<file path="config.mk">
export PLATFORM = sky130hd
export DESIGN_NAME = uart_rx_param_flat
export DESIGN_NICKNAME = d
export VERILOG_FILES = /design/src/rtl/uart_rx_param_if.sv /design/src/rtl/uart_rx_param.sv /design/src/flat_wrapper.sv
export SDC_FILE = /design/constraint.sdc
export NUM_CORES = 1
export LEC_CHECK = 0
export CORE_UTILIZATION = 60
export DETAILED_ROUTE_END_ITERATION = 12
export PLACE_DENSITY = 0.91
export SLEW_MARGIN = 20
export SYNTH_ARGS = -nofsm -noshare
export SYNTH_HDL_FRONTEND = slang
export SYNTH_SLANG_ARGS = --single-unit
</file>
<file path="constraint.sdc">
create_clock -name clk -period 3.9 [get_ports clk]
set_input_delay 1.17 -clock clk [delete_from_list [all_inputs] [get_ports clk]]
set_output_delay 1.17 -clock clk [all_outputs]
set_load 0.02 [all_outputs]
</file>
<file path="src/rtl/uart_rx_param_if.sv">
// uart_rx_param_if: serial line plus received-word handshake and status flags.
interface uart_rx_param_if #(
    parameter int DATA_BITS = 8
);
    logic                 uart_rx;
    logic [DATA_BITS-1:0] uart_rxdata;
    logic                 rx_valid;
    logic                 rx_ready;
    logic                 rx_parity_err;
    logic                 rx_frame_err;
    logic                 rx_break;
    logic                 rx_overrun;
    modport master (
        input  uart_rx, rx_ready,
        output uart_rxdata, rx_valid, rx_parity_err, rx_frame_err, rx_break, rx_overrun
    );
    modport slave (
        output uart_rx, rx_ready,
        input  uart_rxdata, rx_valid, rx_parity_err, rx_frame_err, rx_break, rx_overrun
    );
endinterface

</file>
<file path="src/rtl/uart_rx_param.sv">
// uart_rx_param: parametrised UART receiver with majority-vote sampling, holding register and error flags.
module uart_rx_param #(
    parameter int BD_RATE   = 9600,
    parameter int RX_CLK    = 50_000_000,
    parameter int DATA_BITS = 8,
    parameter int PARITY    = 0,
    parameter int STOP_BITS = 1
) (
    input logic clk,
    input logic rst,
    uart_rx_param_if.master bus
);
    localparam int CPB  = RX_CLK / BD_RATE;
    localparam int HALF = CPB / 2;
    localparam int CW   = $clog2(CPB);
    localparam logic [CW-1:0] C_LO  = CW'(HALF - 1);
    localparam logic [CW-1:0] C_MID = CW'(HALF);
    localparam logic [CW-1:0] C_HI  = CW'(HALF + 1);
    localparam logic [CW-1:0] C_END = CW'(CPB - 1);
    localparam logic [2:0] S_IDLE  = 3'd0;
    localparam logic [2:0] S_START = 3'd1;
    localparam logic [2:0] S_DATA  = 3'd2;
    localparam logic [2:0] S_PAR   = 3'd3;
    localparam logic [2:0] S_STOP  = 3'd4;

    logic                 r_sync1, r_rxs, r_rxs_q, r_s0, r_s1;
    logic [2:0]           r_state;
    logic [CW-1:0]        r_cnt;
    logic [3:0]           r_idx;
    logic [DATA_BITS-1:0] r_shift, r_data;
    logic                 r_pe, r_fe, r_stop0_low, r_par_vote, r_brk_latch;
    logic                 r_valid, r_perr, r_ferr, r_brk, r_ovr;

    logic w_vote, w_mid, w_end, w_last_stop, w_commit, w_ferr, w_stop0_low, w_break, w_accept, w_par_exp;

    assign w_vote      = (r_s0 & r_s1) | (r_s0 & r_rxs) | (r_s1 & r_rxs);
    assign w_mid       = r_cnt == C_HI;
    assign w_end       = r_cnt == C_END;
    assign w_last_stop = r_idx == 4'(STOP_BITS - 1);
    assign w_commit    = r_state == S_STOP && w_mid && w_last_stop;
    assign w_ferr      = r_fe | ~w_vote;
    assign w_stop0_low = r_idx == 4'd0 ? ~w_vote : r_stop0_low;
    assign w_break     = r_shift == '0 && (PARITY == 0 || !r_par_vote) && w_stop0_low;
    assign w_accept    = !r_valid || bus.rx_ready;
    assign w_par_exp   = (PARITY == 1) ? ~^r_shift : ^r_shift;

    always_ff @(posedge clk) begin
        if (!rst) begin
            r_sync1     <= 1'b1;
            r_rxs       <= 1'b1;
            r_rxs_q     <= 1'b1;
            r_s0        <= 1'b1;
            r_s1        <= 1'b1;
            r_state     <= S_IDLE;
            r_cnt       <= '0;
            r_idx       <= '0;
            r_shift     <= '0;
            r_pe        <= 1'b0;
            r_fe        <= 1'b0;
            r_stop0_low <= 1'b0;
            r_par_vote  <= 1'b1;
            r_brk_latch <= 1'b0;
            r_data      <= '0;
            r_valid     <= 1'b0;
            r_perr      <= 1'b0;
            r_ferr      <= 1'b0;
            r_brk       <= 1'b0;
            r_ovr       <= 1'b0;
        end else begin
            r_sync1 <= bus.uart_rx;
            r_rxs   <= r_sync1;
            r_rxs_q <= r_rxs;
            r_ovr   <= 1'b0;
            if (r_cnt == C_LO) r_s0 <= r_rxs;
            if (r_cnt == C_MID) r_s1 <= r_rxs;
            if (r_state != S_IDLE) r_cnt <= w_end ? '0 : r_cnt + 1'b1;
            case (r_state)
                S_IDLE: begin
                    // after a break, wait for one full bit time of continuous idle before rearming
                    if (r_brk_latch) begin
                        r_cnt <= (!r_rxs || w_end) ? '0 : r_cnt + 1'b1;
                        if (r_rxs && w_end) r_brk_latch <= 1'b0;
                    end else if (r_rxs_q && !r_rxs) begin
                        r_state     <= S_START;
                        r_cnt       <= '0;
                        r_pe        <= 1'b0;
                        r_fe        <= 1'b0;
                        r_stop0_low <= 1'b0;
                        r_par_vote  <= 1'b1;
                    end
                end
                S_START: begin
                    if (w_mid && w_vote) begin
                        r_state <= S_IDLE;
                        r_cnt   <= '0;
                    end else if (w_end) begin
                        r_state <= S_DATA;
                        r_idx   <= '0;
                    end
                end
                S_DATA: begin
                    if (w_mid) r_shift <= {w_vote, r_shift[DATA_BITS-1:1]};
                    if (w_end) begin
                        r_idx <= r_idx + 1'b1;
                        if (r_idx == 4'(DATA_BITS - 1)) begin
                            r_state <= (PARITY != 0) ? S_PAR : S_STOP;
                            r_idx   <= '0;
                        end
                    end
                end
                S_PAR: begin
                    if (w_mid) begin
                        r_par_vote <= w_vote;
                        r_pe       <= w_vote != w_par_exp;
                    end
                    if (w_end) begin
                        r_state <= S_STOP;
                        r_idx   <= '0;
                    end
                end
                S_STOP: begin
                    if (w_end) r_idx <= r_idx + 1'b1;
                    if (w_mid) begin
                        if (r_idx == 4'd0) r_stop0_low <= ~w_vote;
                        if (!w_vote) r_fe <= 1'b1;
                        if (w_last_stop) begin
                            r_state     <= S_IDLE;
                            r_cnt       <= '0;
                            r_brk_latch <= w_break;
                        end
                    end
                end
                default: r_state <= S_IDLE;
            endcase
            if (w_commit && w_accept) begin
                r_data  <= r_shift;
                r_valid <= 1'b1;
                r_perr  <= r_pe;
                r_ferr  <= w_ferr;
                r_brk   <= w_break;
            end else if (w_commit) begin
                r_ovr <= 1'b1;
            end else if (r_valid && bus.rx_ready) begin
                r_valid <= 1'b0;
                r_perr  <= 1'b0;
                r_ferr  <= 1'b0;
                r_brk   <= 1'b0;
            end
        end
    end

    assign bus.uart_rxdata   = r_data;
    assign bus.rx_valid      = r_valid;
    assign bus.rx_parity_err = r_perr;
    assign bus.rx_frame_err  = r_ferr;
    assign bus.rx_break      = r_brk;
    assign bus.rx_overrun    = r_ovr;
endmodule

</file>
<file path="src/flat_wrapper.sv">
// flat-port wrapper written by rule: the top's interface ports become plain ports
module uart_rx_param_flat 
#(
    parameter int BD_RATE   = 9600,
    parameter int RX_CLK    = 50_000_000,
    parameter int DATA_BITS = 8,
    parameter int PARITY    = 0,
    parameter int STOP_BITS = 1
)
  (clk, rst, bus_uart_rx, bus_rx_ready, bus_uart_rxdata, bus_rx_valid, bus_rx_parity_err, bus_rx_frame_err, bus_rx_break, bus_rx_overrun);
  uart_rx_param_if #(.DATA_BITS(DATA_BITS)) bus_i ();
  input logic clk;
  input logic rst;
  input wire logic [$bits(bus_i.uart_rx)-1:0] bus_uart_rx;
  input wire logic [$bits(bus_i.rx_ready)-1:0] bus_rx_ready;
  output wire logic [$bits(bus_i.uart_rxdata)-1:0] bus_uart_rxdata;
  output wire logic [$bits(bus_i.rx_valid)-1:0] bus_rx_valid;
  output wire logic [$bits(bus_i.rx_parity_err)-1:0] bus_rx_parity_err;
  output wire logic [$bits(bus_i.rx_frame_err)-1:0] bus_rx_frame_err;
  output wire logic [$bits(bus_i.rx_break)-1:0] bus_rx_break;
  output wire logic [$bits(bus_i.rx_overrun)-1:0] bus_rx_overrun;
  assign bus_i.uart_rx = bus_uart_rx;
  assign bus_i.rx_ready = bus_rx_ready;
  assign bus_uart_rxdata = bus_i.uart_rxdata;
  assign bus_rx_valid = bus_i.rx_valid;
  assign bus_rx_parity_err = bus_i.rx_parity_err;
  assign bus_rx_frame_err = bus_i.rx_frame_err;
  assign bus_rx_break = bus_i.rx_break;
  assign bus_rx_overrun = bus_i.rx_overrun;
  uart_rx_param #(.BD_RATE(BD_RATE), .RX_CLK(RX_CLK), .DATA_BITS(DATA_BITS), .PARITY(PARITY), .STOP_BITS(STOP_BITS)) u_core (.clk(clk), .rst(rst), .bus(bus_i));
endmodule
</file>
* After elaboration in Yosys (flattened, before gate mapping)
Cells that the tools add are included. Widths: inputs -> output; s select.
Storage, ports and cells: register bits after elaboration 50, input port bits 4, output and inout bits 13, logic and storage cells 129
Cells by class: add/subtract/negate cells 2, eq/ne operators 23, mux-type cells 47, bitwise operators 8, reduce and logical (&&, ||, !) cells 30
Operator list (number):
- $mux 13 | 8
- $eq 13x12->1 const B | 3
- $pmux 13 s3 | 1
- $mux 3 | 9
- $mux 4 | 5
- $mux 1 | 18
- $ne 2x1->1 const B | 8
- $pmux 4 s4 | 1
- $pmux 3 s5 | 1
- $add 13x1->13 const B | 1
- $eq 13x13->1 const B | 1
- $reduce_and 4->1 | 3
- $logic_and 1x1->1 | 8
- $logic_not 8->1 | 1
- $ne 2x2->1 const B | 4
- $pmux 1 s2 | 4
- $reduce_and 8->1 | 1
- $reduce_xor 8->1 | 1
- $eq 3x2->1 const B | 2
- $reduce_bool 2->1 | 3
- $reduce_and 5->1 | 1
- $add 4x1->4 const B | 1
- $eq 4x3->1 const B | 1
- $logic_not 4->1 | 1
- 15 further kinds | 23

* Depth between registers and ports, before layout
word-level depth 9, mapped depth 9, mapped depth without buffers 7

* Worst setup path before layout
Ideal clock, no wire load.
path kind register -> register, from reg u_core.r_cnt[6], to reg u_core.r_brk_latch, library setup time 0.116 ns, arrival time 2.374 ns, required time 3.784 ns, path slack 1.409 ns, cell stages (with the launch flop) 8, buffers on the path 2, clock period less this slack 2.491 ns, cell sequence dfxtp_1 > buf_6 > or4b_4 > or4_4 > buf_6 > o32a_1 > or3_1 > o211a_1
On the way: cells in the longest elaborated chain, start to end 5, elaborated cells on any way between the ends 8, those cells by class eq/ne (3); mux (3); reduce/logical (2)
RTL lines:
- start, declared | line uart_rx_param.sv:28 | logic [CW-1:0] r_cnt;
- start signal, assigned | line uart_rx_param.sv:76 | if (r_state != S_IDLE) r_cnt <= w_end ? '0 : r_cnt + 1'b1;
- start signal, assigned | line uart_rx_param.sv:81 | r_cnt <= (!r_rxs || w_end) ? '0 : r_cnt + 1'b1;
- $eq 13x13->1 | line uart_rx_param.sv:38 | assign w_end = r_cnt == C_END;
- $logic_and 1x1->1 | line uart_rx_param.sv:82 | if (r_rxs && w_end) r_brk_latch <= 1'b0;
- $mux 1 | line uart_rx_param.sv:82
- $mux 1 | line uart_rx_param.sv:80 | if (r_brk_latch) begin
- $pmux 1 s2 | line uart_rx_param.sv:77 | case (r_state)
- end signal, assigned | line uart_rx_param.sv:129 | r_brk_latch <= w_break;
- end, declared | line uart_rx_param.sv:31 | logic r_pe, r_fe, r_stop0_low, r_par_vote, r_brk_latch;
Parallel ways exist; a longest one is shown, timed or not. A chain may end at the register's enable or synchronous reset.

* Worst setup path in the final report
from reg u_core.r_cnt[5], to reg u_core.r_cnt[2]
On the way: cells in the longest elaborated chain, start to end 6, elaborated cells on any way between the ends 13, those cells by class eq/ne (2); mux (9); reduce/logical (2)
RTL lines (line):
- $eq 13x13->1 | uart_rx_param.sv:38
- $mux 13 (2 in series) | uart_rx_param.sv:76
- $mux 13 (on tied branches) | uart_rx_param.sv:126, uart_rx_param.sv:83
- $mux 13 (on tied branches) | uart_rx_param.sv:123, uart_rx_param.sv:80
- $pmux 13 s3 * | uart_rx_param.sv:77
Every way passes the cells marked *; elsewhere a longest branch is shown, timed or not.

==> results by stage <==
Synth:
- The mean instance size in the synthesized netlist is 8.46 um^2.
- Counting every net in the synthesized netlist gives 337.
- The number of enable flip-flop cells after synthesis is 0.
- The synthesis-stage register bit count is 49.
- The top-area cell type share of the netlist area is 0.358.
- The most common flop cell mapped by yosys is sky130_fd_sc_hd__dfxtp_1.
- The library cell occupying the most area in the post-synthesis netlist is sky130_fd_sc_hd__dfxtp_1.
- During synthesis, Yosys emitted a total of 0 warnings.
- The mapped netlist covers around 0.0027 mm^2.
- The cell count after synthesis is ~320.
- Ranked by total cell area, the synthesized netlist is headed by sky130_fd_sc_hd__dfxtp_1 36%, sky130_fd_sc_hd__mux2i_1 6.9%, sky130_fd_sc_hd__nor2_1 4.7%, sky130_fd_sc_hd__a21oi_1 4.2%, sky130_fd_sc_hd__ha_1 4.1%.
- The share of flip-flops with an asynchronous set or reset is 0.
- For this run, the register share of the synthesized area comes to 0.358.
- The number of library cell types mapped by synthesis is 60.

Placed design:
- At the end of routability-driven placement, the weighted congestion stood at 0.918.
- The number of buffers added on ports is 16.
- The instance count after placement with tap cells included is 376.
- Summed over all nets, the half-perimeter wirelength after detailed placement is roughly 4300 um.
- The post-place setup slack is 1.32 ns.

Floorplanning:
- The overall die area is 0.00484 mm^2.
- The row count is 24.
- Measured along the y axis, the die boundary spans a little under 70 um.
- The die width is 69.6 um.
- 17 I/O pins were placed.
- The standard cell core area is approximately 0.0044 mm^2.
- The effective utilization at floorplan is 0.625.

Final layout:
- The signed area change from the synthesized netlist to the final layout is 9.41%.
- The ratio of cells with drive above 1 in the final layout is 0.0723.
- The diode insertion count for antenna repair is 0.
- The final cell count without fillers is 384.
- The final layout contains around 340 nets.
- At the end of the flow the core is filled with cells to 0.684.

Route:
- In the routed design, unresolved DRC markers number 0.
- The average wire per cell in the routed design is 16.4 um.
- The total number of vias is 2514.
- The number of routed nets with antenna violations is 0.
- The first routing iteration left about 300 violations.
- After detailed routing, the total wire length is 6280 um.
- For this run, the detailed router's first-pass iteration total came to 8.
- After detailed routing, the number of vias per cell comes to approximately 6.5.

Clock tree:
- In this run the post-CTS setup repair buffer count came out at 0.
- For the worst-skew pair, the clock arrives at the later sink with an insertion delay of 0.30 ns.
- The deepest clock path buffer count is 2.
- The hold-fix buffer count after cts is 0.
- The maximum level of the CTS H-tree is 2.
- TritonCTS built the clock tree.
- The total CTS buffers is 5.
- Counting every sink on the clock net gives 49.
- After clock tree synthesis, the clock-pin slew on the worst setup and hold paths is 0.09 ns.
- The number of gates given a new drive strength after cts is 0.
- The clock root buffer master is sky130_fd_sc_hd__clkbuf_8.

STA:
- The final max-slew violation count is 0.
- The slew at the pin closest to its max-slew limit is approximately 1.0 ns.
- On the final layout, the worst clock skew is 0.00635 ns.
- In the final timing run, aggregate negative setup slack is 0 ns.
- The maximum clock frequency is 0.379 GHz.
- In this run the tightest slew margin relative to its limit is 0.293.
- Setup violations remaining at the end of the flow were counted as 0.
- Setup repair after global routing left no endpoint under its margin.
- The minimum clock period is 2.64 ns.
- Dividing the final minimum period by the clock period gives 0.677.
- The number of endpoints with negative hold slack in the final report is 0.
- Once routing completed, OpenROAD measured the worst setup slack at 1.26 ns.

Worst setup path:
- STA puts the critical path data required time at 4.07 ns.
- The worst-path maximum fanout is 11.
- The class of the most critical setup path is register to register.
- The worst setup path is launched from a register.
- The worst path arrival time is 2.81 ns.
- The type of destination of the critical path is a register.

Power:
- The worst-case IR drop observed on VDD is 0.000342 V.
- Dividing total power by cell area gives a power density of ~310 mW/mm^2.
- The analysis attributes to cell leakage a power of 1.05 nW.

Worst hold path:
- The path type of the worst min-delay path is register to register.

Global routing:
- The initial antenna violation count is 0.
- The first global-routing pass estimated 10100 um of wire.
- Across every metal layer, demand over resource in global routing totals 0.257.
- The maximum number of pins on one net before global-route repair is 31.
- The overflow left after global routing is 0.
- The via count of the first global-routing pass is 2238.

Run:
- Across the run, the number of max-cap violations was 0.

Run status:
- The flow ran to the end, and the final reports show no timing, DRC or antenna violations.
-- state kept, by name, indices dropped and copies added, names as in the netlist, 3 cells and up --
name                    count
u_core.r_shift              8
u_core.r_cnt               13
u_core.r_idx                4
u_core.r_state              3
u_core.bus.uart_rxdata      8
-- final timing paths --
kind / startpoint / end / slack (ns) / cells after the start
max reg2reg: u_core.r_cnt[5]$_SDFF_PN0_ / u_core.r_cnt[2]$_SDFF_PN0_ / 1.26 / 5
min reg2reg: u_core.r_sync1$_SDFF_PN1_ / u_core.r_rxs$_SDFF_PN1_ / 0.42 / 1
max: u_core.r_cnt[5]$_SDFF_PN0_ / u_core.r_cnt[2]$_SDFF_PN0_ / 1.26 / 5
min: u_core.r_sync1$_SDFF_PN1_ / u_core.r_rxs$_SDFF_PN1_ / 0.42 / 1
-- critical path: stages, from the launching register on --
cell                       delay, ns
sky130_fd_sc_hd__dfxtp_1        0.48
sky130_fd_sc_hd__or4b_4         0.52
sky130_fd_sc_hd__or4_4          0.62
sky130_fd_sc_hd__o31ai_4        0.43
sky130_fd_sc_hd__a41o_1         0.37
sky130_fd_sc_hd__a311oi_1       0.08
-- synthesized netlist by cell type (all sizes together), types with 2 or more instances --
library cell / count
a21o: 2
a21oi: 23
a311oi: 5
a31oi: 4
and2: 2
and3: 3
buf: 4
clkbuf: 15
dfxtp: 49
ha: 9
inv: 16
mux2i: 19
nand2: 19
nand2b: 6
nand3: 11
nand3b: 3
nand4: 7
nand4b: 3
nor2: 34
nor2b: 4
nor3: 7
nor3b: 3
nor4: 5
nor4bb: 4
o211a: 2
o211ai: 3
o21a: 2
o21ai: 16
o22ai: 2
o311a: 2
o311ai: 2
o31ai: 2
or2: 3
or3: 5
or3b: 3
or4: 2
xnor2: 8
-- power by group --
| group | leakage [nW] | switching, mW | internal [mW] | total, mW |
|---|---|---|---|---|
| Clock | 0.0518 | 0.178 | 0.148 | 0.325 |
| Combinational | 0.599 | 0.0452 | 0.0293 | 0.0745 |
| Sequential | 0.396 | 0.0133 | 0.507 | 0.520 |
| Total | 1.05 | 0.236 | 0.684 | 0.920 |
-- layout by cell type, fill, tap and decap left out, types with 4 or more instances in the layout --
master,instances
sky130_fd_sc_hd__nor2b_1,4
sky130_fd_sc_hd__a31oi_1,4
sky130_fd_sc_hd__nor3_1,7
sky130_fd_sc_hd__xnor2_1,8
sky130_fd_sc_hd__mux2i_1,19
sky130_fd_sc_hd__a311oi_1,5
sky130_fd_sc_hd__or3_1,5
sky130_fd_sc_hd__ha_1,9
sky130_fd_sc_hd__nand2b_1,6
sky130_fd_sc_hd__inv_1,16
sky130_fd_sc_hd__nand3_1,11
sky130_fd_sc_hd__nand4_1,7
sky130_fd_sc_hd__o21ai_0,13
sky130_fd_sc_hd__dfxtp_1,49
sky130_fd_sc_hd__nor4bb_1,4
sky130_fd_sc_hd__clkbuf_8,6
sky130_fd_sc_hd__a21oi_1,23
sky130_fd_sc_hd__nand2_1,19
sky130_fd_sc_hd__clkdlybuf4s50_1,16
sky130_fd_sc_hd__nor2_1,34
sky130_fd_sc_hd__nor4_1,4
-- final cells by class --
| class | count | area [um^2] |
|---|---|---|
| Fill cell | 328 | 1390 |
| Tap cell | 52 | 65.1 |
| Timing Repair Buffer | 19 | 183 |
| Multi-Input combinational cell | 240 | 1610 |
| Clock inverter | 2 | 17.5 |
| Clock buffer | 6 | 82.6 |
| Inverter | 16 | 60.1 |
| Sequential cell | 49 | 981 |
-- through the flow --
stage	hold WS, ns	instance area (um^2)	power (mW)
finish	0.423	3000	0.920
global route	0.446	3000	0.949
CTS	0.426	3000	0.918
detailed placement	0.401	2900	0.603
global placement	0.390	2900	0.600
floorplan	0.386	2740	0.583
-- logic make-up after synthesis --
logic type,Yosys count,synth area share
compound gates,76,0.189
xor+xnor,8,0.0256
fa+ha+maj,10,0.0447
buf+inv,35,0.0548
flops,49,0.358
mux,19,0.0694
simple gates,127,0.258
-- metal layers --
layer / up-vias / part of all wire / wire length [um] / GRT usage
met1: 1189 / 0.45 / 2830 / 0.346
li1: 1197 / - / - / -
met2: 110 / 0.47 / 2950 / 0.414
met3: 18 / 0.061 / 381 / 0.0422
met5: - / 0 / 0 / 0
met4: 0 / 0.020 / 125 / 0.0952
Note: power is estimated with default switching activity, not from simulation.
